==> config.mk <==
export PLATFORM = sky130hd
export DESIGN_NAME = axil_slave_mem
export DESIGN_NICKNAME = d
export VERILOG_FILES = /design/src/rtl/axil_mem_pkg.sv /design/src/rtl/axil_mem_array.sv /design/src/rtl/axil_slave_mem.sv
export SDC_FILE = /design/constraint.sdc
export NUM_CORES = 1
export LEC_CHECK = 0
export ABC_AREA = 1
export CAP_MARGIN = 25
export CORE_ASPECT_RATIO = 0.9
export CORE_MARGIN = 1.5
export CORE_UTILIZATION = 36
export CTS_CLUSTER_SIZE = 28
export DETAILED_ROUTE_END_ITERATION = 10
export MAX_ROUTING_LAYER = met4
export PLACE_DENSITY = 0.52
export SETUP_SLACK_MARGIN = 0.2
export SYNTH_ARGS = -nofsm -noshare
export SYNTH_HDL_FRONTEND = slang
export SYNTH_HIERARCHICAL = 1
export SYNTH_SLANG_ARGS = --single-unit
==> constraint.sdc <==
create_clock -name axi_clk -period 23.4 [get_ports axi_clk]
set_input_delay 5.85 -clock axi_clk [delete_from_list [all_inputs] [get_ports axi_clk]]
set_output_delay 5.85 -clock axi_clk [all_outputs]
set_load 0.02 [all_outputs]
==> src/rtl/axil_mem_pkg.sv <==
// Shared types for the AXI4-Lite slave memory: response codes, channel FSM states, word-index helper.
package axil_mem_pkg;

   typedef enum logic [1:0] {OKAY = 2'b00, SLVERR = 2'b10} resp_t;
   typedef enum logic [1:0] {WIDLE, WADDR, WDATA, WRESP} wr_state_t;
   typedef enum logic [1:0] {RIDLE, RWAIT, RRESP} rd_state_t;

   // Only 4- and 8-byte words exist, so a fixed shift replaces a divide.
   function automatic logic [63:0] word_idx(input logic [63:0] addr, input logic [63:0] base,
                                            input int unsigned bytes_per_word);
      logic [63:0] off;
      off = addr - base;
      return (bytes_per_word == 8) ? (off >> 3) : (off >> 2);
   endfunction

endpackage

==> src/rtl/axil_mem_array.sv <==
// NUM_WORDS x DATA_W storage: byte-masked write port, read port registered in 1 cycle.
// Read sees pre-write contents on a same-cycle collision; async clear; never stalls.
module axil_mem_array
   import axil_mem_pkg::*;
#(
   parameter int DATA_W    = 32,
   parameter int NUM_WORDS = 16,
   localparam int IDX_W    = $clog2(NUM_WORDS),
   localparam int STRB_W   = DATA_W / 8
) (
   input  logic              clk,
   input  logic              rst,
   input  logic              we,
   input  logic [IDX_W-1:0]  widx,
   input  logic [DATA_W-1:0] wdat,
   input  logic [STRB_W-1:0] wstrb,
   input  logic              re,
   input  logic [IDX_W-1:0]  ridx,
   output logic [DATA_W-1:0] rdat
);

   logic [DATA_W-1:0] mem [NUM_WORDS];

   always_ff @(posedge clk or posedge rst) begin
      if (rst) begin
         for (int i = 0; i < NUM_WORDS; i++) mem[i] <= '0;
         rdat <= '0;
      end else begin
         if (we) begin
            for (int b = 0; b < STRB_W; b++)
               if (wstrb[b]) mem[widx][b*8 +: 8] <= wdat[b*8 +: 8];
         end
         if (re) rdat <= mem[ridx];
      end
   end

endmodule

==> src/rtl/axil_slave_mem.sv <==
// AXI4-Lite slave memory with decoded window; bvalid 1 cycle after the last of AW/W, rvalid 1 cycle after AR
// (plus RD_LAT with AXIL_MEM_RD_LAT_EN); one outstanding transaction per channel, responses held until ready.
module axil_slave_mem
   import axil_mem_pkg::*;
#(
   parameter int          ADDR_W    = 32,
   parameter int          DATA_W    = 32,
   parameter int          NUM_WORDS = 16,
   parameter logic [63:0] BASE_ADDR = 64'h0,
   parameter int          RD_LAT    = 2
) (
   input  logic                axi_clk,
   input  logic                rst,
   input  logic [ADDR_W-1:0]   awaddr,
   input  logic                awvalid,
   output logic                awready,
   input  logic [DATA_W-1:0]   wdata,
   input  logic [DATA_W/8-1:0] wstrb,
   input  logic                wvalid,
   output logic                wready,
   output logic [1:0]          bresp,
   output logic                bvalid,
   input  logic                bready,
   input  logic [ADDR_W-1:0]   araddr,
   input  logic                arvalid,
   output logic                arready,
   output logic [DATA_W-1:0]   rdata,
   output logic [1:0]          rresp,
   output logic                rvalid,
   input  logic                rready
);

   localparam int unsigned BPW    = DATA_W / 8;
   localparam int          IDX_W  = $clog2(NUM_WORDS);
   localparam logic [63:0] SPAN   = 64'(NUM_WORDS) * 64'(BPW);

   // 65-bit subtract so an address below the base shows up as a borrow.
   function automatic logic hit(input logic [ADDR_W-1:0] a);
      logic [64:0] off;
      off = {1'b0, 64'(a)} - {1'b0, BASE_ADDR};
      return !off[64] && (off[63:0] < SPAN);
   endfunction

   function automatic logic [IDX_W-1:0] idx(input logic [ADDR_W-1:0] a);
      return IDX_W'(word_idx(64'(a), BASE_ADDR, BPW));
   endfunction

   wr_state_t           wr_state;
   logic [ADDR_W-1:0]   aw_addr_q;
   logic [DATA_W-1:0]   w_dat_q;
   logic [BPW-1:0]      w_strb_q;
   logic                aw_hs, w_hs, commit, c_hit;
   logic [ADDR_W-1:0]   c_addr;
   logic [DATA_W-1:0]   c_dat;
   logic [BPW-1:0]      c_strb;

   // Commit uses whichever half was held plus the half arriving this cycle.
   always_comb begin
      aw_hs  = awvalid && awready;
      w_hs   = wvalid && wready;
      c_addr = (wr_state == WADDR) ? aw_addr_q : awaddr;
      c_dat  = (wr_state == WDATA) ? w_dat_q : wdata;
      c_strb = (wr_state == WDATA) ? w_strb_q : wstrb;
      c_hit  = hit(c_addr);
      commit = 1'b0;
      case (wr_state)
         WIDLE:   commit = aw_hs && w_hs;
         WADDR:   commit = w_hs;
         WDATA:   commit = aw_hs;
         default: commit = 1'b0;
      endcase
   end

   always_ff @(posedge axi_clk or posedge rst) begin
      if (rst) begin
         wr_state  <= WIDLE;
         awready   <= 1'b0;
         wready    <= 1'b0;
         bvalid    <= 1'b0;
         bresp     <= OKAY;
         aw_addr_q <= '0;
         w_dat_q   <= '0;
         w_strb_q  <= '0;
      end else if (commit) begin
         wr_state <= WRESP;
         awready  <= 1'b0;
         wready   <= 1'b0;
         bvalid   <= 1'b1;
         bresp    <= c_hit ? OKAY : SLVERR;
      end else begin
         case (wr_state)
            WIDLE: begin
               awready <= 1'b1;
               wready  <= 1'b1;
               if (aw_hs) begin
                  wr_state  <= WADDR;
                  aw_addr_q <= awaddr;
                  awready   <= 1'b0;
               end else if (w_hs) begin
                  wr_state <= WDATA;
                  w_dat_q  <= wdata;
                  w_strb_q <= wstrb;
                  wready   <= 1'b0;
               end
            end
            WRESP: if (bready) begin
               wr_state <= WIDLE;
               bvalid   <= 1'b0;
               awready  <= 1'b1;
               wready   <= 1'b1;
            end
            default: ;
         endcase
      end
   end

   rd_state_t         rd_state;
   logic              rd_hit_q, ar_hs, ar_hit;
   logic [DATA_W-1:0] arr_rdat;

   assign ar_hs  = arvalid && arready;
   assign ar_hit = hit(araddr);
   assign rdata  = rd_hit_q ? arr_rdat : '0;

`ifdef AXIL_MEM_RD_LAT_EN
   logic [3:0] rd_cnt;
`else
   localparam int unused_rd_lat = RD_LAT;
`endif

   // The array is read at the AR handshake, so any added wait still returns the data as of that edge.
   always_ff @(posedge axi_clk or posedge rst) begin
      if (rst) begin
         rd_state <= RIDLE;
         arready  <= 1'b0;
         rvalid   <= 1'b0;
         rresp    <= OKAY;
         rd_hit_q <= 1'b0;
`ifdef AXIL_MEM_RD_LAT_EN
         rd_cnt   <= '0;
`endif
      end else begin
         case (rd_state)
            RIDLE: begin
               arready <= 1'b1;
               if (ar_hs) begin
                  arready  <= 1'b0;
                  rd_hit_q <= ar_hit;
                  rresp    <= ar_hit ? OKAY : SLVERR;
`ifdef AXIL_MEM_RD_LAT_EN
                  rd_state <= RWAIT;
                  rd_cnt   <= 4'(RD_LAT);
`else
                  rd_state <= RRESP;
                  rvalid   <= 1'b1;
`endif
               end
            end
`ifdef AXIL_MEM_RD_LAT_EN
            RWAIT: begin
               rd_cnt <= rd_cnt - 4'd1;
               if (rd_cnt == 4'd1) begin
                  rd_state <= RRESP;
                  rvalid   <= 1'b1;
               end
            end
`endif
            RRESP: if (rready) begin
               rd_state <= RIDLE;
               rvalid   <= 1'b0;
               arready  <= 1'b1;
            end
            default: rd_state <= RIDLE;
         endcase
      end
   end

   axil_mem_array #(
      .DATA_W    (DATA_W),
      .NUM_WORDS (NUM_WORDS)
   ) u_array (
      .clk   (axi_clk),
      .rst   (rst),
      .we    (commit && c_hit),
      .widx  (idx(c_addr)),
      .wdat  (c_dat),
      .wstrb (c_strb),
      .re    (ar_hs),
      .ridx  (idx(araddr)),
      .rdat  (arr_rdat)
   );

endmodule
* After elaboration in Yosys (flattened, before gate mapping)
Index checks and enable logic that the tools add are counted.
Word-level totals: memory bits (writable) 0, input port bits 107, memories 0, ROM bits 0, latch bits 0, register bits 626, logic and storage cells 122
Cells by class: mux-type cells 54, $lt $le $gt $ge 5, shifts and indexed selects 0, multiply operators 0, bitwise operators 4, equality and inequality tests 8, add/sub/neg operators 0, divide/modulo/power cells 0, reductions and logical operators 21
Operator list (count):
- $mux 512 | 7
- $bwmux 512 | 4
- $demux 32 s4 | 4
- $mux 32 | 6
- $bmux 32 s4 | 1
- $lt 32x7->1 const B | 2
- $mux 24 | 1
- $mux 16 | 1
- $mux 2 | 8
- $mux 1 | 13
- $ge 5x5->1 const B | 2
- $not 4->5 | 2
- $reduce_and 2->1 | 5
- $reduce_and 3->1 | 3
- $mux 8 | 1
- $pmux 1 s2 | 4
- $pmux 2 s2 | 2
- $eq 2x2->1 const B | 3
- $logic_and 1x1->1 | 6
- $reduce_bool 2->1 | 3
- $lt 5x1->1 const B | 1
- $logic_not 2->1 | 2
- $mux 4 | 1
- $ne 2x2->1 const B | 2
- 7 further kinds | 8

* Longest topological paths before layout
depth after elaboration 18, gate-level depth with buffers 15, depth with buffers taken out 13

* Hierarchy
Netlist, hierarchy kept.
By module, submodules not included:
- axil_mem_array | sequential area each 13613.1 µm², area each 24818.8 µm², times used 1, cells an instance 3070
- axil_slave_mem | sequential area each 1901.8 µm², area each 4088.9 µm², times used 1, cells an instance 563

* Worst setup path before layout
OpenSTA, ideal clock, no wires.
path kind input -> register, start point input awvalid, end point register u_array/mem[0] (netlist bit), required time 23.267 ns, arrival 7.277 ns, setup slack 15.990 ns, library setup time 0.133 ns, stages on the path 13, cell sequence nand2_1 > nor2_2 > o21ai_2 > inv_1 > nand2_1 > nor2_1 > nand2_1 > inv_1 > buf_4 > nand2_1 > buf_6 > nand2_1 > o21ai_0
Between the ends: cells in the longest elaborated chain, start to end 4
RTL lines:
- start: declaration | RTL line axil_slave_mem.sv:15 | input logic awvalid,
- $logic_and 1x1->1 * | RTL line axil_slave_mem.sv:59 | aw_hs = awvalid && awready;
- $logic_and 1x1->1 | RTL line axil_slave_mem.sv:67 | WIDLE: commit = aw_hs && w_hs;
- $pmux 1 s3 * | RTL line axil_slave_mem.sv:66 | case (wr_state)
- $logic_and 1x1->1 * | RTL line axil_slave_mem.sv:184 | .we (commit && c_hit),
- end signal: indexed assignment | RTL line axil_mem_array.sv:31 | if (wstrb[b]) mem[widx][b*8 +: 8] <= wdat[b*8 +: 8];
- end: declaration | RTL line axil_mem_array.sv:22 | logic [DATA_W-1:0] mem [NUM_WORDS];
Mark *: on every way between the ends. The rest lies on a longest branch, timed or not. A chain may end at the register's enable or synchronous reset.

* Worst setup path after layout
start point register rd_hit_q, end point output rdata[0]
Between the ends: cells in the longest elaborated chain, start to end 1
RTL lines:
- start: declaration | RTL line axil_slave_mem.sv:118 | logic rd_hit_q, ar_hs, ar_hit;
- start signal: assignment | RTL line axil_slave_mem.sv:148 | rd_hit_q <= ar_hit;
- $mux 32 | RTL line axil_slave_mem.sv:123 | assign rdata = rd_hit_q ? arr_rdat : '0;
- end: declaration | RTL line axil_slave_mem.sv:27 | output logic [DATA_W-1:0] rdata,
No other way between the ends.

==> impl_summary.md <==
Power
Net switching is 32.03% of the power. The fraction of power consumed by combinational cells is 19.4%. VDD sags by at most 0.07220 mV. The total leakage power is 15.27 nW. The relative contribution of sequential cells to total power is 42.0%.

The design internal power is 1.924 mW. The clock share of power is 38.6%. The ratio of total power to cell area is 86.93 nW/um^2. The total net switching power is 0.9067 mW. Overall power consumption after layout is estimated at 2.830 mW.

GRT
The via count of the first global-routing pass is 22218. The first global-routing pass estimated 134700 um of wire. The total grt overflow is 0. The pin count of the biggest net entering global routing is 160. The initial antenna violation count is 0.

The overall global routing resource usage is 21.73%.

Worst setup path
The arrival time at the worst endpoint is 2480 ps. The stage delay of the slowest cell on the critical path is 860 ps. Together, buffers and inverters on the worst path number 2. The kind of cell with the highest combined delay along the critical path is flip-flops. The worst setup path is launched from a flip-flop. On the critical path, the stage with the largest delay is an instance of dfrtp_2. The signal on the critical path passes through nand2_1, inv_1, clkdlybuf4s50_1.

In this run the worst path has a maximum fanout of 33. By startpoint and endpoint, the worst setup path is classified as flip-flop to primary output. The critical path required time is 17550 ps. The type of destination of the critical path is a primary output.

Die
The number of core rows is 98. The initial standard-cell utilization of the core is 36.38%. The floorplan step set the die width to 301.7 um. The number of top-level pins is 148. The floorplan step defined a die boundary enclosing 82010 sq um. The die height is 271.8 um. The floorplan step defined a core boundary enclosing 79460 sq um.

Place
The post-placement cell count is 4609. Detailed placement finished with a half-perimeter wire length of 50120 um. Timing analysis after detailed placement gives a worst setup slack of 14450 ps. The instance area after placement is 30270 sq um. The placer's final routability congestion estimate is 0.7977.

Port buffering added 141 buffers.

Logic synthesis
The top-area cell type share of the netlist area is 53.67%. The cell count after synthesis is 3633. After Yosys synthesis, and, or, nand and nor cells account for 27.79% of the synthesized area. Of the total synthesized cell area, the portion taken by XOR and XNOR cells is 0%. The synthesized netlist devotes 10.80% of its cell area to compound gates. Of the synthesized area, sequential elements account for 53.67%. A synthesized cell averages 7.957 sq um. The most frequent cell after synthesis is nand2_1.

Sorting the synthesized cells by area gives the leading types as dfrtp_1, nand2_1, o21ai_0, nand3_1, buf_6. The arithmetic-cell share of the synthesized area counting full adders, half adders and majority gates is 0%. The cell type with the largest total area after synthesis is dfrtp_1. The synthesized netlist contains 28 unique library cells. Among all flip-flop cells after synthesis, the most frequent one is dfrtp_1. Measured against the total synthesized area, the mux share comes to 0.3766%. Of all flip-flops after synthesis, the portion carrying an async set or reset was 100.0%.

The synthesized flop and latch total is 620. The post-synthesis instance area is 28910 sq um. The commonest cells after synthesis are nand2_1, dfrtp_1, o21ai_0. The Yosys step of the flow raised 6 warnings. The number of synthesized flops with an enable pin is 0. After synthesis, the largest family of logic cells by area is simple AND/OR/NAND/NOR gates.

STA
The post-route worst setup slack is 15070 ps. Dividing the final minimum period by the clock period gives 35.60%. The number of max-slew violations in the final report is 0. The number of setup violations in the final report is 0. For the finished layout, the period the worst path requires is 8330 ps. The actual slew at the worst max-slew pin is 1049 ps. Derived from the worst setup path, the maximum achievable clock frequency is 120.0 MHz.

On the final layout, the worst hold slack is 475.4 ps. Setup repair after global routing left no endpoint under its margin. The worst pin sits at a relative slew slack of 29.81%. Adding up every negative setup slack in the final design gives 0 ps. The hold violation count in the final report is 0.

The final worst clock skew is 18.61 ps.

Route
The first routing iteration left 2089 violations. The average wire per standard cell is 18.02 um. In the routed design, unresolved DRC markers number 0. The vias per cell is 4.961. The number of vias after detailed routing is 23461. The total wire length after detailed routing is 85200 um. The post-detailed-route count of antenna-violating nets is 0. For this run, the detailed router's first-pass iteration total came to 6.

CTS
The buffer cell driving the clock tree root is clkbuf_16. The hold buffer count at cts is 0. The clock tree from TritonCTS is built. For this design, the sink count on the clock tree is 620. No sink is reached through more buffers than the 3 on the longest clock path. Post-CTS timing repair inserted 0 buffers for setup. For the worst-skew pair, the clock arrives at the later sink with an insertion delay of 610 ps. TritonCTS created 70 clock buffers.

The clock edge transition at the registers on the reported setup and hold paths is 60 ps. The quantity of gates resized following cts is 0. CTS built an H-tree with a depth of 3.

Finish
After routing the design area is 32560 sq um. The post-route core utilization is 40.98%. Relative to the synthesized area, the layout overhead comes to 12.63%. At the end of the flow, the number of nets in the layout was 3739. For this run, the number of standard cells in the final layout without fillers is 4729. The post-route netlist has 4.675% of its cells at a drive strength greater than 1. The number of antenna diodes in the final layout is 0.

Min path
The tightest min-delay check is of the flip-flop to flip-flop type.

Flow run
The tool flagged a number of max-cap violations equal to 0.

Run status
The flow ran to the end, and the final reports show no timing, DRC or antenna violations.
-- power by group through the flow --
stage / clock network, mW / logic, mW / registers (mW)
2_1_floorplan: 0 / 0.333 / 1.21
3_3_place_gp: 0 / 0.546 / 1.21
3_5_place_dp: 0 / 0.549 / 1.21
4_1_cts: 1.12 / 0.551 / 1.19
5_1_grt: 1.17 / 0.609 / 1.20
6_report: 1.09 / 0.548 / 1.19
-- registers in the layout, indices dropped and copies added, names as in the netlist, 2 cells and up --
| name | flops |
|---|---|
| u_array/rdat | 32 |
| w_strb_q | 4 |
| w_dat_q | 32 |
| wr_state | 2 |
| aw_addr_q | 30 |
| u_array/mem | 512 |
-- cells by family (layout without fill, tap and decap cells) --
logic type             count (synthesis)  in the layout
and+or+nand+nor                     2003           2003
muxes                                  8              8
AOI/OAI and AO/OA                    614            614
other                                  1              2
buffers and inverters                387            432
DFF                                  620            620
-- per-layer routing --
metal  up-vias  wire, um  global-route usage (%)  part of all wire [%]
met4         0      1707                   5.053                   2.0
li1      11641         -                       -                     -
met3       107      4823                   3.885                   5.7
met2       553     36660                   31.06                    43
met5         -         0                       -                     0
met1     11160     42000                   31.82                    49
-- worst reg2reg max path, delay by kind of cell (launching register included) --
kind	cells	cell delay [ps]
AND/OR/NAND/NOR	4	1890
buffers and inverters	1	100
flip-flops	1	420
AO/OA/AOI/OAI	2	1020
-- worst paths after layout --
check / start / to / slack [ps] / depth (start not counted)
max: rd_hit_q / rdata[0] / 15070 / 3
min: u_array/rdat[12] / u_array/rdat[12] / 480 / 2
max reg2reg: wr_state[1] / u_array/mem[132] / 19880 / 7
min reg2reg: u_array/rdat[12] / u_array/rdat[12] / 480 / 2
max in group asynchronous: rst / u_array/rdat[11] / 15260 / 4
min in group asynchronous: rst / aw_addr_q[12] / 5750 / 2
-- layout by cell type (no fill, tap or decap) --
cell type and n:
and2_0 1, clkinv_2 10, dfrtp_1 619, inv_8 2, nand2_2 3, inv_1 137, nor2_1 106, clkbuf_16 73
inv_2 7, buf_12 1, o21ai_0 531, conb_1 2, buf_2 2, buf_16 1, nand3_1 389, a21oi_2 10
nand4_1 1, o21ai_2 1, o21ai_1 34, inv_4 1, mux2_4 5, a31o_2 1, clkbuf_1 15, nand2_1 1496
clkdlybuf4s50_1 137, nor2_2 5, bufinv_16 2, and2_1 2, mux2_2 3, o211a_1 1, dfrtp_2 1, clkbuf_8 21
buf_4 23, a21oi_1 36
-- area by class of cell --
| cell class | instances | area (sq um) |
|---|---|---|
| Fill cell | 8307 | 46900 |
| Sequential cell | 620 | 15520 |
| Multi-Input combinational cell | 2627 | 11270 |
| Clock buffer | 108 | 2158 |
| Timing Repair Buffer | 165 | 1615 |
| Tap cell | 1050 | 1314 |
| Inverter | 148 | 574.3 |
| Clock inverter | 11 | 105.1 |
(Power assumes the default switching activity.)
